==> config.mk <==
export PLATFORM = sky130hd
export DESIGN_NAME = spi_responder
export DESIGN_NICKNAME = d
export VERILOG_FILES = /design/src/rtl/spi_responder.sv
export SDC_FILE = /design/constraint.sdc
export NUM_CORES = 1
export LEC_CHECK = 0
export ABC_CLOCK_PERIOD_IN_PS = 4050
export CORE_MARGIN = 3
export CORE_UTILIZATION = 40
export DETAILED_ROUTE_END_ITERATION = 7
export PLACE_DENSITY = 0.53
export REMOVE_ABC_BUFFERS = 1
export SYNTH_ARGS = -nofsm -noshare
export SYNTH_HDL_FRONTEND = slang
export SYNTH_SLANG_ARGS = --single-unit
export TNS_END_PERCENT = 30
==> constraint.sdc <==
create_clock -name clk -period 4.05 [get_ports clk]
set_input_delay 0.81 -clock clk [delete_from_list [all_inputs] [get_ports clk]]
set_output_delay 0.81 -clock clk [all_outputs]
set_load 0.02 [all_outputs]
==> src/rtl/spi_responder.sv <==
// SPI mode-0 responder: synchronised sck/cs/mosi, byte RX/TX FIFOs, sticky error flags.
// Optional feature macro: SPI_RESP_ECHO_EN (on TX underrun send last received byte instead of FILL_BYTE).
module spi_responder #(
    parameter int unsigned FIFO_DEPTH  = 8,
    parameter logic [7:0]  FILL_BYTE   = 8'hFF,
    parameter int unsigned SYNC_STAGES = 2
) (
    input  logic       clk,
    input  logic       Rst_n,
    input  logic       sck,
    input  logic       cs,
    input  logic       mosi,
    output logic       miso,
    output logic       miso_oe,
    input  logic       tx_wr,
    input  logic [7:0] tx_din,
    output logic       tx_full,
    output logic       tx_empty,
    input  logic       rx_rd,
    output logic [7:0] rx_dout,
    output logic       rx_avail,
    output logic       busy,
    output logic       frame_done,
    output logic       abort,
    output logic       rx_ovf,
    output logic       tx_udf,
    input  logic       clr_flags,
    output logic [1:0] dbg_state,
    output logic [2:0] dbg_bit_cnt
);
    localparam int unsigned AW = $clog2(FIFO_DEPTH);
    localparam logic [AW:0] PTR_ONE = 1;

    typedef enum logic [1:0] {IDLE = 2'd0, LOAD = 2'd1, SHIFT = 2'd2} state_t;

    logic [SYNC_STAGES-1:0] sck_sync_q, cs_sync_q, mosi_sync_q;
    logic sck_prev_q, cs_prev_q;
    logic sck_s, cs_s, mosi_s;
    logic sck_rise, sck_fall, cs_rise, cs_fall;

    // The cs chain resets low so a reset released while cs is already low cannot look like a fresh cs fall.
    always_ff @(posedge clk or negedge Rst_n) begin
        if (!Rst_n) begin
            sck_sync_q  <= '0;
            cs_sync_q   <= '0;
            mosi_sync_q <= '0;
            sck_prev_q  <= 1'b0;
            cs_prev_q   <= 1'b0;
        end else begin
            sck_sync_q  <= {sck_sync_q[SYNC_STAGES-2:0], sck};
            cs_sync_q   <= {cs_sync_q[SYNC_STAGES-2:0], cs};
            mosi_sync_q <= {mosi_sync_q[SYNC_STAGES-2:0], mosi};
            sck_prev_q  <= sck_s;
            cs_prev_q   <= cs_s;
        end
    end

    assign sck_s    = sck_sync_q[SYNC_STAGES-1];
    assign cs_s     = cs_sync_q[SYNC_STAGES-1];
    assign mosi_s   = mosi_sync_q[SYNC_STAGES-1];
    assign sck_rise = sck_s & ~sck_prev_q;
    assign sck_fall = ~sck_s & sck_prev_q;
    assign cs_rise  = cs_s & ~cs_prev_q;
    assign cs_fall  = ~cs_s & cs_prev_q;

    state_t      state_q;
    logic [7:0]  tx_sr_q, rx_sr_q;
    logic [2:0]  bit_cnt_q;
    logic        miso_oe_q, busy_q, frame_done_q, abort_q, rx_ovf_q, tx_udf_q;

    logic [7:0]  tx_mem_q [FIFO_DEPTH];
    logic [7:0]  rx_mem_q [FIFO_DEPTH];
    logic [AW:0] tx_wr_ptr_q, tx_rd_ptr_q, rx_wr_ptr_q, rx_rd_ptr_q;
    logic [AW:0] tx_cnt, rx_cnt;
    logic        rx_full;

    assign tx_cnt   = tx_wr_ptr_q - tx_rd_ptr_q;
    assign rx_cnt   = rx_wr_ptr_q - rx_rd_ptr_q;
    assign tx_full  = tx_cnt[AW];
    assign tx_empty = (tx_cnt == '0);
    assign rx_full  = rx_cnt[AW];
    assign rx_avail = (rx_cnt != '0);
    assign rx_dout  = rx_avail ? rx_mem_q[rx_rd_ptr_q[AW-1:0]] : 8'h00;

    logic       end_frame, shift_act, byte_done, tx_load, tx_pop, tx_push;
    logic       rx_pop, rx_push, rx_drop;
    logic [7:0] rx_byte, fill_byte, tx_next;

    // cs rise pre-empts any sck edge seen in the same cycle.
    assign end_frame = (state_q != IDLE) & cs_rise;
    assign shift_act = (state_q == SHIFT) & ~cs_rise;
    assign byte_done = shift_act & sck_rise & (bit_cnt_q == 3'd7);
    assign rx_byte   = {rx_sr_q[6:0], mosi_s};
    assign tx_load   = ((state_q == LOAD) & ~cs_rise) | (shift_act & sck_fall & (bit_cnt_q == 3'd0));
    assign tx_pop    = tx_load & ~tx_empty;
    assign tx_push   = tx_wr & (~tx_full | tx_pop);
    assign rx_pop    = rx_rd & rx_avail;
    assign rx_push   = byte_done & (~rx_full | rx_pop);
    assign rx_drop   = byte_done & rx_full & ~rx_pop;
    assign tx_next   = tx_empty ? fill_byte : tx_mem_q[tx_rd_ptr_q[AW-1:0]];

`ifdef SPI_RESP_ECHO_EN
    logic [7:0] last_rx_q;
    always_ff @(posedge clk or negedge Rst_n) begin
        if (!Rst_n)         last_rx_q <= FILL_BYTE;
        else if (byte_done) last_rx_q <= rx_byte;
    end
    assign fill_byte = last_rx_q;
`else
    assign fill_byte = FILL_BYTE;
`endif

    always_ff @(posedge clk or negedge Rst_n) begin
        if (!Rst_n) begin
            tx_wr_ptr_q <= '0;
            tx_rd_ptr_q <= '0;
            rx_wr_ptr_q <= '0;
            rx_rd_ptr_q <= '0;
        end else begin
            if (tx_push) tx_wr_ptr_q <= tx_wr_ptr_q + PTR_ONE;
            if (tx_pop)  tx_rd_ptr_q <= tx_rd_ptr_q + PTR_ONE;
            if (rx_push) rx_wr_ptr_q <= rx_wr_ptr_q + PTR_ONE;
            if (rx_pop)  rx_rd_ptr_q <= rx_rd_ptr_q + PTR_ONE;
        end
    end

    always_ff @(posedge clk) begin
        if (tx_push) tx_mem_q[tx_wr_ptr_q[AW-1:0]] <= tx_din;
        if (rx_push) rx_mem_q[rx_wr_ptr_q[AW-1:0]] <= rx_byte;
    end

    always_ff @(posedge clk or negedge Rst_n) begin
        if (!Rst_n) begin
            state_q      <= IDLE;
            tx_sr_q      <= 8'h00;
            rx_sr_q      <= 8'h00;
            bit_cnt_q    <= 3'd0;
            miso_oe_q    <= 1'b0;
            busy_q       <= 1'b0;
            frame_done_q <= 1'b0;
            abort_q      <= 1'b0;
            rx_ovf_q     <= 1'b0;
            tx_udf_q     <= 1'b0;
        end else begin
            frame_done_q <= 1'b0;
            abort_q      <= 1'b0;
            rx_ovf_q     <= rx_drop | (rx_ovf_q & ~clr_flags);
            tx_udf_q     <= (tx_load & tx_empty) | (tx_udf_q & ~clr_flags);
            if (end_frame) begin
                state_q      <= IDLE;
                miso_oe_q    <= 1'b0;
                busy_q       <= 1'b0;
                frame_done_q <= (bit_cnt_q == 3'd0);
                abort_q      <= (bit_cnt_q != 3'd0);
                bit_cnt_q    <= 3'd0;
                rx_sr_q      <= 8'h00;
            end else begin
                case (state_q)
                    IDLE: if (cs_fall) state_q <= LOAD;
                    LOAD: begin
                        tx_sr_q   <= tx_next;
                        miso_oe_q <= 1'b1;
                        busy_q    <= 1'b1;
                        state_q   <= SHIFT;
                    end
                    SHIFT: begin
                        if (sck_rise) begin
                            rx_sr_q   <= rx_byte;
                            bit_cnt_q <= bit_cnt_q + 3'd1;
                        end else if (sck_fall) begin
                            tx_sr_q <= tx_load ? tx_next : {tx_sr_q[6:0], 1'b0};
                        end
                    end
                    default: state_q <= IDLE;
                endcase
            end
        end
    end

    assign miso        = miso_oe_q & tx_sr_q[7];
    assign miso_oe     = miso_oe_q;
    assign busy        = busy_q;
    assign frame_done  = frame_done_q;
    assign abort       = abort_q;
    assign rx_ovf      = rx_ovf_q;
    assign tx_udf      = tx_udf_q;
    assign dbg_state   = state_q;
    assign dbg_bit_cnt = bit_cnt_q;
endmodule

==> key figures <==
Die
  • Placeable Area: around 18000 um^2
  • Initial Utilization: between 40 and 50%
  • Io pins: 39
  • Die H: 142 um
  • Row cnt: 49
  • Die X: 142 um
  • Die area: 20300 um^2

Power
  • PwrDens: 745 nW/um^2
  • Leakage: 3.15 nW
  • Peak VDD IR: 0.600 mV

Worst hold path
  • Hold Crit Start: mosi_sync_q[0]
  • HP Class: reg2reg
  • Sink of the worst hold path: mosi_sync_q[1]
  • Hold Crit Depth: 0

Worst setup path
  • Worst reg2reg setup slack: 1.21 ns
  • Critical Path RT: 3.24 ns
  • Worst setup EP type: primary output
  • Crit-path max FO: 10
  • Setup CP Type: reg2out
  • Terminus of the critical flop-to-flop path: tx_mem_q[3][7]
  • Worst Path Arrival: 2.97 ns
  • Crit-path cells: inv_2, ha_1, a21oi_1, o21ai_2, xnor2_2, and2_2, clkdlybuf4s50_1
  • R2R cell count: 7
  • Slowest cell on crit path: clkdlybuf4s50_1
  • Largest stage delay on the critical path: 0.61 ns
  • Crit Reg-Reg Startpoint: tx_rd_ptr_q[2]
  • CP startpoint kind: flip-flop

CTS
  • Reg clk slew, reported paths: 0.07 ns
  • Worst-skew pair later-pin latency: 0.43 ns
  • CTS Sinks: 177
  • # Post-CTS Setup Buffers: 0
  • Hold-fix buffers, CTS: 0
  • Root buf cell: clkbuf_16
  • # resized after CTS: 0
  • Maximum clock path buffer count: 2
  • H-tree depth: 4
  • CTS buffer count: 17
  • TritonCTS clock tree: yes

Synth
  • Avg Cell Area, Syn: 16.7 um^2
  • Synth warn: 0
  • Post-Synthesis Cells: 446
  • Async SR Flop Fraction: 27.7%
  • Seq/Total Area, Yosys: 68.2%
  • Synth cell types: 57
  • EDFF count, synth: 128
  • Cell area after synthesis: around 7400 um^2
  • Register bit total from synthesis: between 150 and 200
  • Dominant synthesized flop cell: edfxtp_1

Drt
  • First DRT Iteration DRCs: approximately 230
  • Pre-antenna DRT Iters: 4
  • DR WL/cell: 18.8 um
  • DR DRC count: 0
  • Vias per cell: around 5.2
  • Total Routed Length: 13900 um
  • Routed Antenna Nets: 0
  • Total number of vias: 3851

Global route
  • Vias in the first global route: 4080
  • First-pass GRT wire length: 23000 um
  • Gr ovfl total: 0
  • M3 GR Usage: 3.16%
  • Pin count of the biggest net entering global routing: 28
  • Met1 GRT Util: 19.4%
  • Layer with the highest usage: met2
  • Met2 Use GR: 25.0%
  • GRT Util Overall: 14.9%
  • Initial antenna violation count: 0

Layout
  • Reg area: 5070 um^2
  • Post-route non-filler standard cell count: roughly 740
  • ANT cells: 0
  • Final core occ: just under 50%
  • Layout cells sized above 1: 20.3%
  • NumNets Final: 532
  • Fillcell total: 1538
  • Area of the multi-input gates: between 2000 and 2500 um^2
  • Most frequent cells in the layout: 128 x edfxtp_1, 49 x dfrtp_1, 37 x clkdlybuf4s50_1, 32 x mux4_2, 29 x nand2_1
  • Most common cell after layout, fill and taps aside: edfxtp_1
  • Area Growth Syn to Fin: 17.3%
  • Cell area after layout: 8720 um^2

STA
  • RSZ-0062 raised after global routing: false
  • Headroom to the max-slew limit: 55.8%
  • Slew Viols, Final: 0
  • TNS Setup: 0 ns
  • Hold WS: 0.353 ns
  • Final Hold Vio Count: 0
  • Final setup fails: 0
  • Max frequency: 264 MHz
  • Skew final: 0.0119 ns
  • Fin crit period: 3.78 ns
  • Slew @ Worst Pin: approximately 0.66 ns
  • Tcrit/Tclk final: between 90 and 100%

Outcome
  • Status: finished clean

Place
  • HPWL after DPL: 9280 um
  • Inst Count DP: about 700
  • Port Buffers: 38
  • Placed cell area: 8100 um^2
  • Placer Congestion: 0.743

Run
  • Max Cap Viol: 0
## final cells by class
type                       count  share of cell area [%]
sequential                   177                    58.1
multi-input combinational    230                    25.1
timing repair buffer          52                    5.51
clock buffer                  17                    4.88
tap                          229                    3.29
clock inverter                15                    2.22
inverter                      21                   0.904
## per-layer routing
metal | share of wire, % | vias up | wire length [um]
met4 | 1.6 | 0 | 221
met3 | 2.5 | 19 | 349
met2 | 52 | 52 | 7190
li1 | - | 1840 | -
met1 | 44 | 1940 | 6180
met5 | 0 | - | 0
## state kept, by name, indices dropped and copies added, names as in the netlist
| signal | count |
|---|---|
| abort | 1 |
| busy | 1 |
| cs_prev_q | 1 |
| cs_sync_q | 2 |
| dbg_bit_cnt | 3 |
| dbg_state | 2 |
| frame_done | 1 |
| mosi_sync_q | 2 |
| rx_mem_q | 64 |
| rx_ovf | 1 |
| rx_rd_ptr_q | 4 |
| rx_sr_q | 7 |
| rx_wr_ptr_q | 4 |
| sck_prev_q | 1 |
| sck_sync_q | 2 |
| tx_mem_q | 64 |
| tx_rd_ptr_q | 4 |
| tx_sr_q | 8 |
| tx_udf | 1 |
| tx_wr_ptr_q | 4 |
## how the worst max path moves through the flow
stage | slack [ns] | end | depth (start not counted) | startpoint
after global routing | 0.06 | tx_empty | 7 | tx_rd_ptr_q[2]
final | 0.27 | tx_empty | 7 | tx_rd_ptr_q[2]
after floorplan | 0.80 | rx_mem_q[2][0] | 6 | rx_rd_ptr_q[0]
after detailed placement | 0.72 | tx_empty | 7 | tx_rd_ptr_q[2]
after global placement | 0.76 | tx_empty | 7 | tx_rd_ptr_q[2]
after CTS | 0.24 | tx_empty | 7 | tx_rd_ptr_q[2]
## where the power goes
group / switching (mW) / total, mW / internal (mW)
registers: 0.207 / 2.48 / 2.27
logic: 1.26 / 2.32 / 1.07
clock network: 0.751 / 1.69 / 0.943
## cell usage after synthesis, drive strengths merged, types with 6 or more instances
master  number  area, um^2
a22o         9        78.8
edfxtp     128        3840
dfrtp       49        1230
nor3         6        46.3
mux2i       10         100
o22ai       10        62.6
and3         6        40.0
a21oi       25         125
and2         6        38.8
nor2        10        37.5
buf         14        82.6
nand2       29         109
o21ai        8        55.1
xnor2       16         155
mux4        32         721
ha          17         213
inv         21        78.8
## metrics by stage
step	total power, mW	setup slack, ns
after global placement	4.84	0.763
after global routing	6.90	0.0612
final	6.50	0.267
after floorplan	4.06	0.798
after detailed placement	4.88	0.721
after CTS	6.58	0.237
## critical path: cells and delay by family (launching register included)
family | cells | cell delay [ns]
AND/OR/NAND/NOR | 1 | 0.27
buffers and inverters | 2 | 0.84
flip-flops | 1 | 0.40
adder cells (fa/ha/maj) | 1 | 0.32
AO/OA/AOI/OAI | 2 | 0.28
XOR/XNOR | 1 | 0.44
## cells by family after synthesis
kind of cell               share of synthesized area [%]
DFF                                                 68.2
muxes                                               11.7
and+or+nand+nor                                     6.19
AOI/OAI and AO/OA                                   6.35
xor gates and xnor gates                            2.32
adders and majority gates                           2.86
buffers and inverters                               2.37
Power figures use the tool's default switching activity.
==> variant (same flow settings) <==
Register the output `dbg_bit_cnt` once more; this adds one clock of latency there. The other outputs are not delayed to match.
--- a/src/rtl/spi_responder.sv
+++ b/src/rtl/spi_responder.sv
@@ -185,6 +185,8 @@
     assign rx_ovf      = rx_ovf_q;
     assign tx_udf      = tx_udf_q;
     assign dbg_state   = state_q;
-    assign dbg_bit_cnt = bit_cnt_q;
+    always_ff @(posedge clk) begin
+        dbg_bit_cnt <= bit_cnt_q;
+    end
 endmodule
 
Formal check against the unedited RTL: not equivalent (a bounded check fails within 10 cycles, from zero or initial values and one cycle with Rst_n low).
==> variant against the original RTL <==
Die area increased by 0.77%; area after synthesis increased by 0.81%; power increased by 0.30%; final area increased by 0.83%; via count increased by 1.6%; sequential cell count increased by 3; wire length increased by 3.8%; non-clock buffer count unchanged; worst setup slack got worse by 0.016 ns.
==> variant: results (changes against the original RTL) <==
- End of the worst register-to-register path: tx_mem_q[3][7]$_DFFE_PP_
- Cell at the slowest stage of the critical path: clkdlybuf4s50_1
- Post-synth top cells: edfxtp_1 (128), dfrtp_1 (49), mux4_2 (32)
- Share of cells above drive strength 1: 20.4% (+0.076 points)
- Cell class contributing the biggest share of worst-path delay: buffers and inverters
- M1 GR Usage: 19.6% (+0.26 points)
- Overall routed net length: 14,500 µm (+3.8%)
- Reg clk slew, reported paths: 0.07 ns (about the same)
- Post-route clock period utilization: 93.8% (+0.39 points)
- I/O Buffers: 38 (unchanged)
- CP startpoint: tx_rd_ptr_q[2]$_DFFE_PN0P_
- DR top layer: met4
- Number of enable-type register cells in the synthesized netlist: 128 (unchanged)
- Number of antenna cells inserted: 0 (unchanged)
- Worst Setup Slack post-DPL: 0.671 ns (-0.0501 ns)
- Seq group: 2530 µW (+2%)
- Length of routed met2 wiring: 7430 µm (+3.3%)
- Detail Placement HPWL: 9330 µm (+0.57%)
- Via count normalized by instance count: 5.26 (+1.2%)
- WP data arrival: 2.99 ns (+0.02 ns)
- Proportion of synthesized chip area in sequential cells: 68.5% (+0.25 points)
- Setup fix buffers added after clock tree synthesis: 0 (unchanged)
- Top post-synthesis cells by area: edfxtp_1 (51%), dfrtp_1 (16%), mux4_2 (9.6%)
- Combined global-route utilization of all metal layers: 15.1% (+0.23 points)
- IR Drop Worst-Case VDD: 0.658 mV (+9.5%)
- Result of the run: completed
- Peak fanout along the critical path: 10 (unchanged)
- Final weighted congestion in routability-driven placement: 0.803 (+8.0%)
- Nets: 535 (+0.56%)
- Number of distinct library cells after synthesis: 58 (+1.8%)
- DR iter-0 viols: 187 (-20%)
- Vias in the first global route: 4,136 (+1.4%)
- R2R cell count: 7 (unchanged)
- Clock Skews: 0.0105 ns (-0.00137 ns)
- Static power due to leakage: 0.00317 µW (+0.78%)
- Root Buffer: clkbuf_16
- Reg2reg setup slack: 1.16 ns (-0.05 ns)
- Power drawn by the combinational cells: 2310 µW
- WL met1: 6500 µm (+5.3%)
- Max Root-Sink Buffers: 2 (unchanged)
- Number of antenna violations at the first check in global routing: 0 (unchanged)
- Fill count: 1,508 (-2.0%)
- Met3 capacity usage during global routing: 3.62% (+0.46 points)
- Crit path capture: tx_empty
- Largest net degree at the start of global routing: 45 (+61%)
- Worst-skew pair later-pin latency: 0.43 ns (about the same)
- Wire length on met3: 424 µm (+21%)
- Internal power of the cells: 4230 µW (-1.3%)
- Class of the tightest hold or removal check: reg2reg
- Synth Warn #: 0 (unchanged)
- Measured slew at the worst slew-check pin: 1.05 ns (+0.387 ns)
- GR met2 Demand/Resource: 25.6% (+0.55 points)
- Post-synthesis async set-or-reset flop share: 27.2% (-0.46 points)
- Wire length of the first global-routing pass: 23,200 µm (+0.78%)
- Resized Gates After CTS: 0 (unchanged)
- CP peak stage delay: 0.60 ns
variant: changes by cell type after synthesis, sizes merged:
| cell | change |
|---|---|
| dfxtp | +3 |
variant: area by class of cell:
type | instances | area share (%)
multi-input combinational | 230 | 24.9
clock inverter | 15 | 2.35
sequential | 180 | 58.3
inverter | 21 | 0.896
clock buffer | 17 | 4.84
tap | 229 | 3.26
timing repair buffer | 52 | 5.46
variant: kinds of logic (layout without fill, tap and decap cells):
kind of cell	Yosys count	in the layout	synth area share (%)
AO/OA/AOI/OAI	68	68	6.30
XOR/XNOR	18	18	2.30
buffers and inverters	39	105	2.35
adder cells (fa/ha/maj)	17	17	2.84
flip-flops	180	180	68.5
multiplexers	46	46	11.6
AND/OR/NAND/NOR	81	81	6.14
variant: through the flow:
stage               total power [µW]  cell area (µm²)  hold WS (ns)  cells
floorplan                       4100             7400         0.331    431
global placement                4890             8160         0.334    712
detailed placement              4920             8160         0.342    712
CTS                             6620             8790         0.353    744
global route                    6930             8790         0.363    744
finish                          6520             8790         0.352    744
variant: how the worst min path moves through the flow:
stage	start	end	slack [ns]
2_1_floorplan	cs_sync_q[0]$_DFF_PN0_	cs_sync_q[1]$_DFF_PN0_	0.33
3_3_place_gp	cs_sync_q[0]$_DFF_PN0_	cs_sync_q[1]$_DFF_PN0_	0.33
3_5_place_dp	cs_sync_q[0]$_DFF_PN0_	cs_sync_q[1]$_DFF_PN0_	0.34
4_1_cts	sck_sync_q[0]$_DFF_PN0_	sck_sync_q[1]$_DFF_PN0_	0.35
5_1_grt	cs_sync_q[0]$_DFF_PN0_	cs_sync_q[1]$_DFF_PN0_	0.36
6_report	sck_sync_q[0]$_DFF_PN0_	sck_sync_q[1]$_DFF_PN0_	0.35
